[config.mk]
export PLATFORM = sky130hd
export DESIGN_NAME = truth_table_sequencer
export DESIGN_NICKNAME = d
export VERILOG_FILES = /design/src/rtl/truth_table_sequencer.sv
export SDC_FILE = /design/constraint.sdc
export NUM_CORES = 1
export LEC_CHECK = 0
export ABC_AREA = 1
export CAP_MARGIN = 20
export CORE_ASPECT_RATIO = 1.4
export CORE_MARGIN = 2
export CORE_UTILIZATION = 35
export DETAILED_ROUTE_END_ITERATION = 16
export GPL_TIMING_DRIVEN = 1
export MAX_ROUTING_LAYER = met4
export PLACE_DENSITY_LB_ADDON = 0.15
export SETUP_SLACK_MARGIN = 0.05
export SLEW_MARGIN = 0
export SYNTH_ARGS = -nofsm -noshare
export SYNTH_HDL_FRONTEND = slang
export SYNTH_SLANG_ARGS = --single-unit
export TNS_END_PERCENT = 5
[constraint.sdc]
create_clock -name clk -period 1.85 [get_ports clk]
set_input_delay 0.37 -clock clk [delete_from_list [all_inputs] [get_ports clk]]
set_output_delay 0.37 -clock clk [all_outputs]
set_load 0.02 [all_outputs]
[src/rtl/truth_table_sequencer.sv]
// Truth-table sequencer: steps a 3-input boolean block through all eight
// input vectors, holds each vector for SETTLE cycles, samples the two
// outputs, and compares the captured table against a golden table that is
// latched when the run starts.
module truth_table_sequencer #(
  parameter int SETTLE = 1
) (
  input  logic        clk,
  input  logic        rst_n,
  input  logic        start,
  input  logic        abort,
  input  logic [15:0] expected,
  input  logic        s1,
  input  logic        s2,
  output logic        x,
  output logic        y,
  output logic        z,
  output logic        busy,
  output logic        done,
  output logic [15:0] result,
  output logic [7:0]  mismatch,
  output logic        pass
);

  typedef enum logic [1:0] {
    IDLE   = 2'd0,
    DRIVE  = 2'd1,
    SAMPLE = 2'd2,
    DONE   = 2'd3
  } state_t;

  // Last settle count before sampling; SETTLE is limited to 1..15.
  localparam logic [3:0] CNT_LAST = 4'(SETTLE - 1);

  state_t      state_q, state_d;
  logic [2:0]  idx_q, idx_d;
  logic [3:0]  cnt_q, cnt_d;
  logic [15:0] exp_q, exp_d;
  logic [15:0] result_q, result_d;
  logic [7:0]  mismatch_q, mismatch_d;
  logic        pass_q, pass_d;

  logic [1:0]  pair_obs;
  logic [1:0]  pair_exp;
  logic        pair_diff;

  // Observed and golden pair for the current row; case inequality so that
  // an X or Z on s1/s2 is reported as a difference in simulation.
  always_comb begin
    pair_obs  = {s1, s2};
    pair_exp  = exp_q[{idx_q, 1'b0} +: 2];
    pair_diff = (pair_obs !== pair_exp);
  end

  // Next-state and next-value logic for the sequencer.
  always_comb begin
    state_d    = state_q;
    idx_d      = idx_q;
    cnt_d      = cnt_q;
    exp_d      = exp_q;
    result_d   = result_q;
    mismatch_d = mismatch_q;
    pass_d     = pass_q;
    case (state_q)
      IDLE: begin
        if (start) begin
          exp_d      = expected;
          result_d   = '0;
          mismatch_d = '0;
          pass_d     = 1'b0;
          idx_d      = '0;
          cnt_d      = '0;
          state_d    = DRIVE;
        end
      end
      DRIVE: begin
        if (abort) begin
          pass_d  = 1'b0;
          idx_d   = '0;
          cnt_d   = '0;
          state_d = IDLE;
        end else begin
          cnt_d = cnt_q + 4'd1;
          if (cnt_q == CNT_LAST) begin
            state_d = SAMPLE;
          end
        end
      end
      SAMPLE: begin
        // Abort takes priority: the pending sample is discarded.
        if (abort) begin
          pass_d  = 1'b0;
          idx_d   = '0;
          cnt_d   = '0;
          state_d = IDLE;
        end else begin
          result_d[{idx_q, 1'b0} +: 2] = pair_obs;
          mismatch_d[idx_q]            = pair_diff;
          if (idx_q == 3'd7) begin
            pass_d  = (mismatch_d == 8'h00);
            state_d = DONE;
          end else begin
            idx_d   = idx_q + 3'd1;
            cnt_d   = '0;
            state_d = DRIVE;
          end
        end
      end
      DONE: begin
        idx_d   = '0;
        cnt_d   = '0;
        state_d = IDLE;
      end
      default: begin
        state_d = IDLE;
      end
    endcase
  end

  // State and datapath registers with synchronous active-low reset.
  always_ff @(posedge clk) begin
    if (!rst_n) begin
      state_q    <= IDLE;
      idx_q      <= '0;
      cnt_q      <= '0;
      exp_q      <= '0;
      result_q   <= '0;
      mismatch_q <= '0;
      pass_q     <= 1'b0;
    end else begin
      state_q    <= state_d;
      idx_q      <= idx_d;
      cnt_q      <= cnt_d;
      exp_q      <= exp_d;
      result_q   <= result_d;
      mismatch_q <= mismatch_d;
      pass_q     <= pass_d;
    end
  end

  // Outputs are decoded from registered state only.
  always_comb begin
    busy     = (state_q == DRIVE) || (state_q == SAMPLE);
    done     = (state_q == DONE);
    x        = busy & idx_q[2];
    y        = busy & idx_q[1];
    z        = busy & idx_q[0];
    result   = result_q;
    mismatch = mismatch_q;
    pass     = pass_q;
  end

endmodule

==> metrics.md, run 1 <==
| Metric | Value |
|---|---|
| Final WL | 6810 um |
| H-tree depth | 2 |
| Worst path max stage delay | 0.37 ns |
| Die Width | 78.1 um |
| Post-synth ARST share | 0% |
| Routed vias | 2,721 |
| Total GRT Usage | 16.9% |
| FF+latch area | 1010 sq um |
| Measured slew at the worst slew-check pin | 0.489 ns |
| Net Count, Synth | 421 |
| Clock root cell | clkbuf_8 |
| Final #Nets | 499 |
| Iter 0 DRT Violations | 136 |
| Tmin final | 1.74 ns |
| Hold WC Path Type | reg2reg |
| Port bufs | 51 |
| Synth top area share | 37.2% |
| Critical-path cell list | inv_4 > clkbuf_16 > nand2_1 > nand3_1 > nand2_2 > nor2_1 > nand2_1 > nand2_4 > nand2_2 > nand3_1 > nand2_1 > nor2_1 > nand3_1 > a21oi_2 |
| Die height | 108 um |
| CTS buffer count | 5 |
| Largest net degree at the start of global routing | 33 |
| CTS Buffer Depth | 2 |
| Total power | 2410 uW |
| Antenna viol nets, final | 0 |
| R2R setup slack | 0.11 ns |
| Final setup fails | 0 |
| Synth top area cells | dfxtp_1 37%, nand2_1 10%, nand3_1 8.4% |
| RSZ-0062 raised after global routing | true |
| Slew Viols, Final | 0 |
| R2r startpoint | idx_q[0] |
| CTS tree | built |
| Core area | 7410 sq um |
| Crit Path Class | reg2reg |
| Yosys reg bits | 50 |
| RePlAce Congestion | 0.880 |
| Critical R2R Capture | pass |
| Synth warn | 0 |
| Worst-path fanout max | 7 |
| Mean Syn Cell Area | 6.97 sq um |
| Global route total overflow | 0 |
| Drt wl/cell | 12.1 um |
| Number of synthesized flops with an enable pin | 0 |
| Detailed Routing Iterations Pass 1 | 4 |
| Area leader, netlist | dfxtp_1 |
| Worst EP arrival | 1.99 ns |
| Worst setup margin | 0.114 ns |
| Worst Setup End Kind | flip-flop |
| Slew HR | 67.1% |
| Leakage | 0.00148 uW |
| CP startpoint kind | flip-flop |
| Routed vias/inst | 4.84 |
| Commonest non-fill, non-tap cell in the layout | nand2_1 |
| CP max-delay cell | dfxtp_4 |
| Initial antenna violation count | 0 |
| Worst EP required | 2.10 ns |
| Worst hold path depth | 2 |
| Finished layout cell area | 3760 sq um |
| Clk sinks | 50 |
| Setup crit end | pass |
| Post-Syn Instances | 386 |
| Starting density of the core | 36.3% |
| Layout cells sized above 1 | 21.3% |
| Row count | 37 |
| Global-route wire length before repair | 11,300 um |
| Worst vdd ir | 0.326 mV |
| HPWL after DPL | 5130 um |
| I/O pin cnt | 52 |
| DRC viols | 0 |
| Critical Path Source | idx_q[0] |
| Pwr Density | 641 nW/um^2 |
| Max-cap viol count | 0 |
| Fmax | 576 MHz |
| Footprint of the multi-input gates | 1550 sq um |
| CTS clk-pin slew, worst paths | 0.09 ns |
| Hold slack | 0.458 ns |
| Sequential fraction of the synthesis area | 37.2% |
| Final period util | 93.8% |
| Final hold violation count | 0 |
| Netlist cell types | 30 |
| Clock Latency Late Sink | 0.31 ns |
| Die area | 8410 sq um |
| Fillers | 753 |
| Setup Skew | 0.00879 ns |
| Syn Std Cell Area | 2690 sq um |
| Outcome | finished clean |
| Cells on worst reg2reg path | 14 |
| Total negative setup slack | 0 ns |
| Dominant synthesized flop cell | dfxtp_1 |
| P&R area growth vs syn | 39.8% |
| Diode count | 0 |
| Most frequent cells in the layout | 71 x nand2_1, 46 x dfxtp_1, 46 x clkdlybuf4s50_1 |
| Vias in the first global route | 2,590 |
| Pre-CTS WS | -0.0170 ns |
| Post-DP Area | 3470 sq um |
==> cell families (layout without fill, tap and decap cells) <==
logic type | Yosys count | count (layout) | share of synthesized area (%)
AND/OR/NAND/NOR | 179 | 179 | 31.0
AO/OA/AOI/OAI | 80 | 80 | 15.7
buffers and inverters | 63 | 142 | 9.68
flip-flops | 50 | 50 | 37.2
adder cells (fa/ha/maj) | 13 | 13 | 6.05
XOR/XNOR | 1 | 1 | 0.326
==> final cells by class <==
class                           count  area share (%)
Multi-Input combinational cell    273            41.2
Inverter                           51            5.16
Sequential cell                    50            26.9
Tap cell                           97            3.23
Clock inverter                      3           0.566
Timing Repair inverter              1           0.200
Timing Repair Buffer               82            20.9
Clock buffer                        5            1.83
==> how the worst min path moves through the flow <==
stage,endpoint,start,slack [ns]
final,exp_q[1],exp_q[1],0.46
after global routing,exp_q[0],exp_q[0],0.47
after CTS,exp_q[1],exp_q[1],0.46
after detailed placement,exp_q[0],exp_q[0],0.45
after global placement,exp_q[0],exp_q[0],0.44
after floorplan,exp_q[0],exp_q[0],0.43
==> critical path, delay by kind of cell (launching register included) <==
kind,cells,cell delay (ns)
and+or+nand+nor,11,0.96
buffers and inverters,2,0.23
DFF,1,0.37
AOI/OAI and AO/OA,1,0.11
==> stage by stage <==
step / cells / utilization, %
CTS: 558 / 48.3
finish: 562 / 50.7
floorplan: 386 / -
global placement: 550 / 46.9
global route: 562 / 50.7
detailed placement: 550 / 46.9
==> synth_stat cells, types with 4 or more instances <==
library cell / n
dfxtp_1: 50
inv_2: 7
nand3_1: 45
inv_1: 43
or2_2: 5
ha_1: 13
nand2_1: 74
nand2_2: 4
nor3_1: 9
clkbuf_1: 6
o21ai_0: 32
nor2_1: 26
nor2_2: 6
a21oi_1: 42
==> routing by layer <==
metal | share of wire (%) | global-route usage (%) | vias to the layer above
li1 | - | - | 1415
met5 | 0 | - | -
met4 | 0.95 | 4.39 | 0
met3 | 3.4 | 2.52 | 5
met2 | 52 | 30.6 | 57
met1 | 44 | 19.3 | 1244
==> state kept, by name, summed over array words and instances (netlist names) <==
| name | cells |
|---|---|
| cnt_q | 4 |
| exp_q | 16 |
| idx_q | 3 |
| mismatch | 8 |
| pass | 1 |
| result | 16 |
| state_q | 2 |
==> where the power goes <==
group | internal [uW] | switching (uW)
registers | 1130 | 20.5
clock network | 267 | 394
logic | 245 | 348
total | 1650 | 762
==> repair_timing <==
| action | CTS | global route |
|---|---|---|
| pin swaps | 0 | 10 |
| cloned | 0 | 2 |
| setup buffers | 0 | 2 |
| setup endpoints to repair | 7 | 29 |
| hold buffers | 0 | 0 |
| gates resized for setup | 14 | 44 |
Power figures use the tool's default switching activity.
==> run 2, diff against run 1 <==
CORE_UTILIZATION = 47   (was 35)
MAX_ROUTING_LAYER = default   (was met4)
==> run 2 against run 1 <==
Against the previous run:
- sequential share of layout area grew 0.41 points
- clock power rose by 1%
- worst setup slack worse by 0.042 ns
- count of clock-buffer cells in the layout up 1
- wire length decreased by 6.0%
==> metrics.md, run 2 (same netlist as run 1, synthesis figures left out) <==
| Metric | Value |
|---|---|
| Outcome | finished clean |
| CTS tree | built |
| Worst vdd ir | 0.594 mV (+82%) |
| Final setup fails | 0 (unchanged) |
| Critical Path Source | state_q[1] |
| Fmax | 563 MHz (-2.3%) |
| Worst EP required | 1.48 ns (-0.62 ns) |
| Worst path max stage delay | 0.33 ns (-0.04 ns) |
| Clock root cell | clkbuf_8 |
| Hold_sp | exp_q[9] |
| Pre-CTS WS | -0.0475 ns (-0.0306 ns) |
| GR Util met3 | 2.89% (+0.37 points) |
| Final WL | 6400 um (-6.0%) |
| Clock Latency Late Sink | 0.31 ns (about the same) |
| Routed vias | 2,698 (-0.85%) |
| CP max-delay cell | dfxtp_1 |
| Detailed Routing Iterations Pass 1 | 4 (unchanged) |
| Hold slack | 0.455 ns (-0.00296 ns) |
| Met1 usage | 24.6% (+5.3 points) |
| Layout cells sized above 1 | 21.2% (-0.12 points) |
| Max-cap viol count | 0 (unchanged) |
| Measured slew at the worst slew-check pin | 0.436 ns (-0.0523 ns) |
| Final #Nets | 497 (-0.40%) |
| Setup Skew | 0.0103 ns (+0.00147 ns) |
| Global-route wire length before repair | 10,800 um (-5.2%) |
| Worst EP arrival | 1.41 ns (-0.58 ns) |
| Routed vias/inst | 5.08 (+4.9%) |
| HPWL after DPL | 4920 um (-4.1%) |
| Die area | 6350 sq um (-24%) |
| CTS buffer count | 5 (unchanged) |
| Drt wl/cell | 12.1 um (-0.49%) |
| Worst setup margin | 0.0723 ns (-0.0417 ns) |
| Starting density of the core | 48.7% (+12 points) |
| Final period util | 96.1% (+2.3 points) |
| Worst-path fanout max | 4 (-3) |
| Worst Setup End Kind | output pin |
| Initial antenna violation count | 0 (unchanged) |
| Diode count | 0 (unchanged) |
| Row count | 32 (-14%) |
| Largest net degree at the start of global routing | 33 (unchanged) |
| Slew Viols, Final | 0 (unchanged) |
| I/O pin cnt | 52 (unchanged) |
| P&R area growth vs syn | 37.2% |
| Core area | 5530 sq um (-25%) |
| DRC viols | 0 (unchanged) |
| CTS hold repair buffers | 0 (unchanged) |
| Tmin final | 1.78 ns (+0.0417 ns) |
| H-tree depth | 2 (unchanged) |
| Most common cell on crit path | inv_1 |
| Total GRT Usage | 21.5% (+4.6 points) |
| Crit Path Class | reg2out |
| Hold WC Path Type | reg2reg |
| Final hold violation count | 0 (unchanged) |
| Vias in the first global route | 2,543 (-1.8%) |
| Dpl cells | 520 (-5.5%) |
| Die height | 93.5 um (-13%) |
| Global route total overflow | 0 (unchanged) |
| Antenna viol nets, final | 0 (unchanged) |
| Clk sinks | 50 (unchanged) |
| Layer with the highest usage | met2 |
| Pwr Density | 651 nW/um^2 (+1.6%) |
| Die Width | 67.9 um (-13%) |
| RSZ-0062 raised after global routing | true |
| RePlAce Congestion | 0.900 (+2.2%) |
| CP startpoint kind | flip-flop |
| Iter 0 DRT Violations | 151 (+11%) |
| Leakage | 0.00148 uW (-0.36%) |
| Final std cells w/o fill | 531 (-5.5%) |
| Commonest non-fill, non-tap cell in the layout | nand2_1 |
| Port bufs | 51 (unchanged) |
| CTS clk-pin slew, worst paths | 0.09 ns (about the same) |
| Slew HR | 70.6% (+3.5 points) |
| Critical-path cell list | inv_1 > ha_4 > nand2_1 > inv_1 > clkdlybuf4s15_1 |
| Most frequent cells in the layout | 69 x nand2_1, 47 x dfxtp_1, 46 x clkdlybuf4s50_1 |
| R2r startpoint | idx_q[0] |
| Grt met2 use | 39.9% (+9.3 points) |
| CTS Buffer Depth | 2 (unchanged) |
[run 2: changes by cell type in the layout (fill, tap and decap cells not counted), sizes merged]
cell and delta:
dlygate4sd2 -1, clkinv -1, clkbuf +2, buf -1, inv -1
[run 2: per-stage QoR]
| step | total power (uW) | setup TNS, ns | instance area, sq um | util (%) |
|---|---|---|---|---|
| global route | 2530 | 0 | 3690 | 66.8 |
| detailed placement | 1730 | -0.0610 | 3430 | 62.1 |
| CTS | 2400 | 0 | 3530 | 63.9 |
| finish | 2400 | 0 | 3690 | 66.8 |
| floorplan | 1520 | 0 | 2690 | - |
| global placement | 1720 | 0 | 3430 | 62.1 |
[run 2: critical path: cells and delay by family, from the launching register on]
family	cells	cell delay (ns)
adder cells (fa/ha/maj)	1	0.30
flip-flops	1	0.33
AND/OR/NAND/NOR	1	0.06
buffers and inverters	3	0.42
[run 2: final cells by class]
cell class / count / area (sq um)
fillers: 489 / 1840
multi-input cells: 273 / 1540
flip-flops and latches: 50 / 1010
repair buffers: 81 / 767
inverters: 51 / 195
well taps: 68 / 85.1
clock buffers: 6 / 82.6
clock inverters: 2 / 12.5
[run 2: path summary, 6_finish.rpt]
kind                 to  slack, ns  cells past startpoint
max                   y       0.07                      5
min            exp_q[9]       0.45                      2
max reg2reg  result[12]       0.12                     10
min reg2reg    exp_q[9]       0.45                      2
[run 2: per-layer routing]
layer / wire length [um] / vias to the layer above
li1: - / 1417
met1: 2710 / 1214
met2: 3400 / 56
met3: 186 / 11
met4: 104 / 0
met5: 0 / -
[run 2: timing repair]
item | in CTS | in global routing
endpoints found under the hold margin | 0 | 0
pin swaps | 0 | 6
setup endpoints to repair | 7 | 27
cloned | 0 | 0
setup buffers | 0 | 3
gates resized for setup | 7 | 43
[run 2: power by group]
group | internal [uW] | switching [uW]
clock | 301 | 368
combinational | 243 | 334
sequential | 1140 | 20.7
total | 1680 | 722
==> run 3, diff against run 2 <==
GPL_ROUTABILITY_DRIVEN = 0   (was default)
GPL_TIMING_DRIVEN = 0   (was 1)
==> run 3 against run 2 <==
Against the previous run:
- cell area down 2.4%
- final cell count down 1.1%
- critical path depth up 4
- clock skew down 0.0027 ns
- sequential share of layout area up 0.96 points
- fmax down 2.4%
- via count up 1.0%
- register-to-register slack worse by 0.09 ns
- worst hold slack better by 0.0071 ns
- largest cell class unchanged
==> metrics.md, run 3 (same netlist as run 1, synthesis figures left out) <==
| Metric | Value |
|---|---|
| Critical R2R Capture | result[8] |
| Layout cells sized above 1 | 17.7% (-3.4 points) |
| Die height | 93.5 um (unchanged) |
| Detailed Routing Iterations Pass 1 | 4 (unchanged) |
| Commonest non-fill, non-tap cell in the layout | nand2_1 |
| Leakage | 0.00142 uW (-4.0%) |
| Final setup fails | 0 (unchanged) |
| Final period util | 98.4% (+2.3 points) |
| Pwr Density | 659 nW/um^2 (+1.2%) |
| Cells on worst reg2reg path | 9 (-1) |
| Total negative setup slack | 0 ns (unchanged) |
| R2r startpoint | idx_q[0] |
| Setup Skew | 0.00756 ns (-0.00270 ns) |
| RSZ-0062 raised after global routing | true |
| Hold_sp | exp_q[4] |
| Hold WC Path Type | reg2reg |
| Crit Path Class | reg2reg |
| CP startpoint kind | flip-flop |
| Fmax | 549 MHz (-2.4%) |
| Final hold violation count | 0 (unchanged) |
| Die Width | 67.9 um (unchanged) |
| Outcome | finished clean |
| Worst hold path depth | 2 (unchanged) |
| Routed vias/inst | 5.19 (+2.2%) |
| Row count | 32 (unchanged) |
| Worst EP required | 2.06 ns (+0.58 ns) |
| Worst-path fanout max | 6 (+2) |
| H-tree depth | 2 (unchanged) |
| Max-cap viol count | 0 (unchanged) |
| Clock Latency Late Sink | 0.31 ns (about the same) |
| Final WL | 6470 um (+1.1%) |
| P&R area growth vs syn | 33.8% |
| Finished layout cell area | 3600 sq um (-2.4%) |
| Tmin final | 1.82 ns (+0.0429 ns) |
| Worst Setup End Kind | flip-flop |
| HPWL after DPL | 4820 um (-2.0%) |
| Post-DP Area | 3280 sq um (-4.3%) |
| CTS tree | built |
| CTS buffer count | 5 (unchanged) |
| Routed met1 length | 2730 um (+0.78%) |
| DRC viols | 0 (unchanged) |
| Iter 0 DRT Violations | 151 (unchanged) |
| Port bufs | 51 (unchanged) |
| Total GRT Usage | 22.0% (+0.49 points) |
| Clk sinks | 50 (unchanged) |
| Met2 routed WL | 3380 um (-0.76%) |
| Largest net degree at the start of global routing | 15 (-55%) |
| Worst vdd ir | 0.357 mV (-40%) |
| WL met3 | 189 um (+1.6%) |
| Slew Viols, Final | 0 (unchanged) |
| Drt wl/cell | 12.3 um (+2.2%) |
| CTS hold repair buffers | 0 (unchanged) |
| Measured slew at the worst slew-check pin | 0.511 ns (+0.0746 ns) |
| Worst EP arrival | 2.03 ns (+0.62 ns) |
| Routed vias | 2,725 (+1.0%) |
| Diode count | 0 (unchanged) |
| Core area | 5530 sq um (unchanged) |
| Antenna viol nets, final | 0 (unchanged) |
| Most frequent cells in the layout | 71 x nand2_1, 46 x clkdlybuf4s50_1, 45 x dfxtp_1 |
| Slew HR | 65.9% (-4.7 points) |
| Initial antenna violation count | 0 (unchanged) |
| Global-route wire length before repair | 11,000 um (+2.2%) |
| CTS Buffer Depth | 2 (unchanged) |
| Vias in the first global route | 2,591 (+1.9%) |
| Final #Nets | 491 (-1.2%) |
| Top Layer Used | met4 |
| CTS clk-pin slew, worst paths | 0.09 ns (about the same) |
| Die area | 6350 sq um (unchanged) |
| R2R setup slack | 0.03 ns (-0.09 ns) |
| I/O pin cnt | 52 (unchanged) |
| Global route total overflow | 0 (unchanged) |
| Fillers | 485 (-0.82%) |
| Hold Path Sink | exp_q[4] |
| Clock root cell | clkbuf_8 |
| Starting density of the core | 48.7% (unchanged) |
==> run 3: layer usage <==
layer,track usage [%],vias to the layer above
met2,39.1,58
met1,25.4,1240
met3,3.37,15
li1,-,1412
met4,8.50,0
met5,0,-
==> run 3: how the worst max path moves through the flow <==
| stage | startpoint | cells after the start | endpoint | slack, ns |
|---|---|---|---|---|
| detailed placement | start | 8 | result[8] | -0.30 |
| CTS | idx_q[0] | 8 | result[8] | 0.02 |
| global route | idx_q[0] | 9 | result[8] | -0.09 |
| global placement | start | 9 | result[0] | -0.32 |
| finish | idx_q[0] | 9 | result[8] | 0.03 |
| floorplan | idx_q[0] | 9 | result[6] | 0.04 |
==> run 3: final cells by class <==
type	count	area [sq um]	share of cell area, %
Sequential cell	50	1020	28.3
Timing Repair Buffer	63	582	16.2
Multi-Input combinational cell	273	1540	42.8
Tap cell	68	85.1	2.36
Clock inverter	1	5.00	0.139
Buffer	12	83.8	2.33
Inverter	51	199	5.53
Clock buffer	7	86.3	2.40
==> run 3: through the flow <==
stage                     util (%)  instances  hold WS, ns  power [uW]  worst slack (ns)
after global placement        59.4        505        0.443        1670            -0.318
after detailed placement      59.4        505        0.447        1680            -0.304
final                         65.1        525        0.462        2370            0.0294
after floorplan                  -        386        0.429        1520            0.0406
after CTS                     62.7        514        0.460        2350            0.0186
after global routing          65.1        525        0.469        2490           -0.0905
==> run 3: worst max-delay path, cell delays in order, from the launching register on <==
cell       delay, ns
dfxtp_4         0.38
inv_6           0.04
buf_12          0.12
ha_4            0.15
ha_4            0.17
nor2_4          0.12
nand4_1         0.21
nor2_4          0.20
nor3_2          0.06
a2111oi_2       0.26
==> run 3: timing repair <==
| action | CTS | global route |
|---|---|---|
| resized for setup | 38 | 21 |
| cloned | 0 | 0 |
| hold endpoints to repair | 0 | 0 |
| buffers inserted | 1 | 11 |
| setup endpoints to repair | 33 | 25 |
| pin swaps | 3 | 9 |
==> run 3: report_power, final <==
group / switching, uW / internal (uW) / leakage, uW / total (uW)
Combinational: 333 / 210 / 0.000959 / 543
Clock: 360 / 303 / 0.0000482 / 662
Sequential: 29.5 / 1140 / 0.000411 / 1170
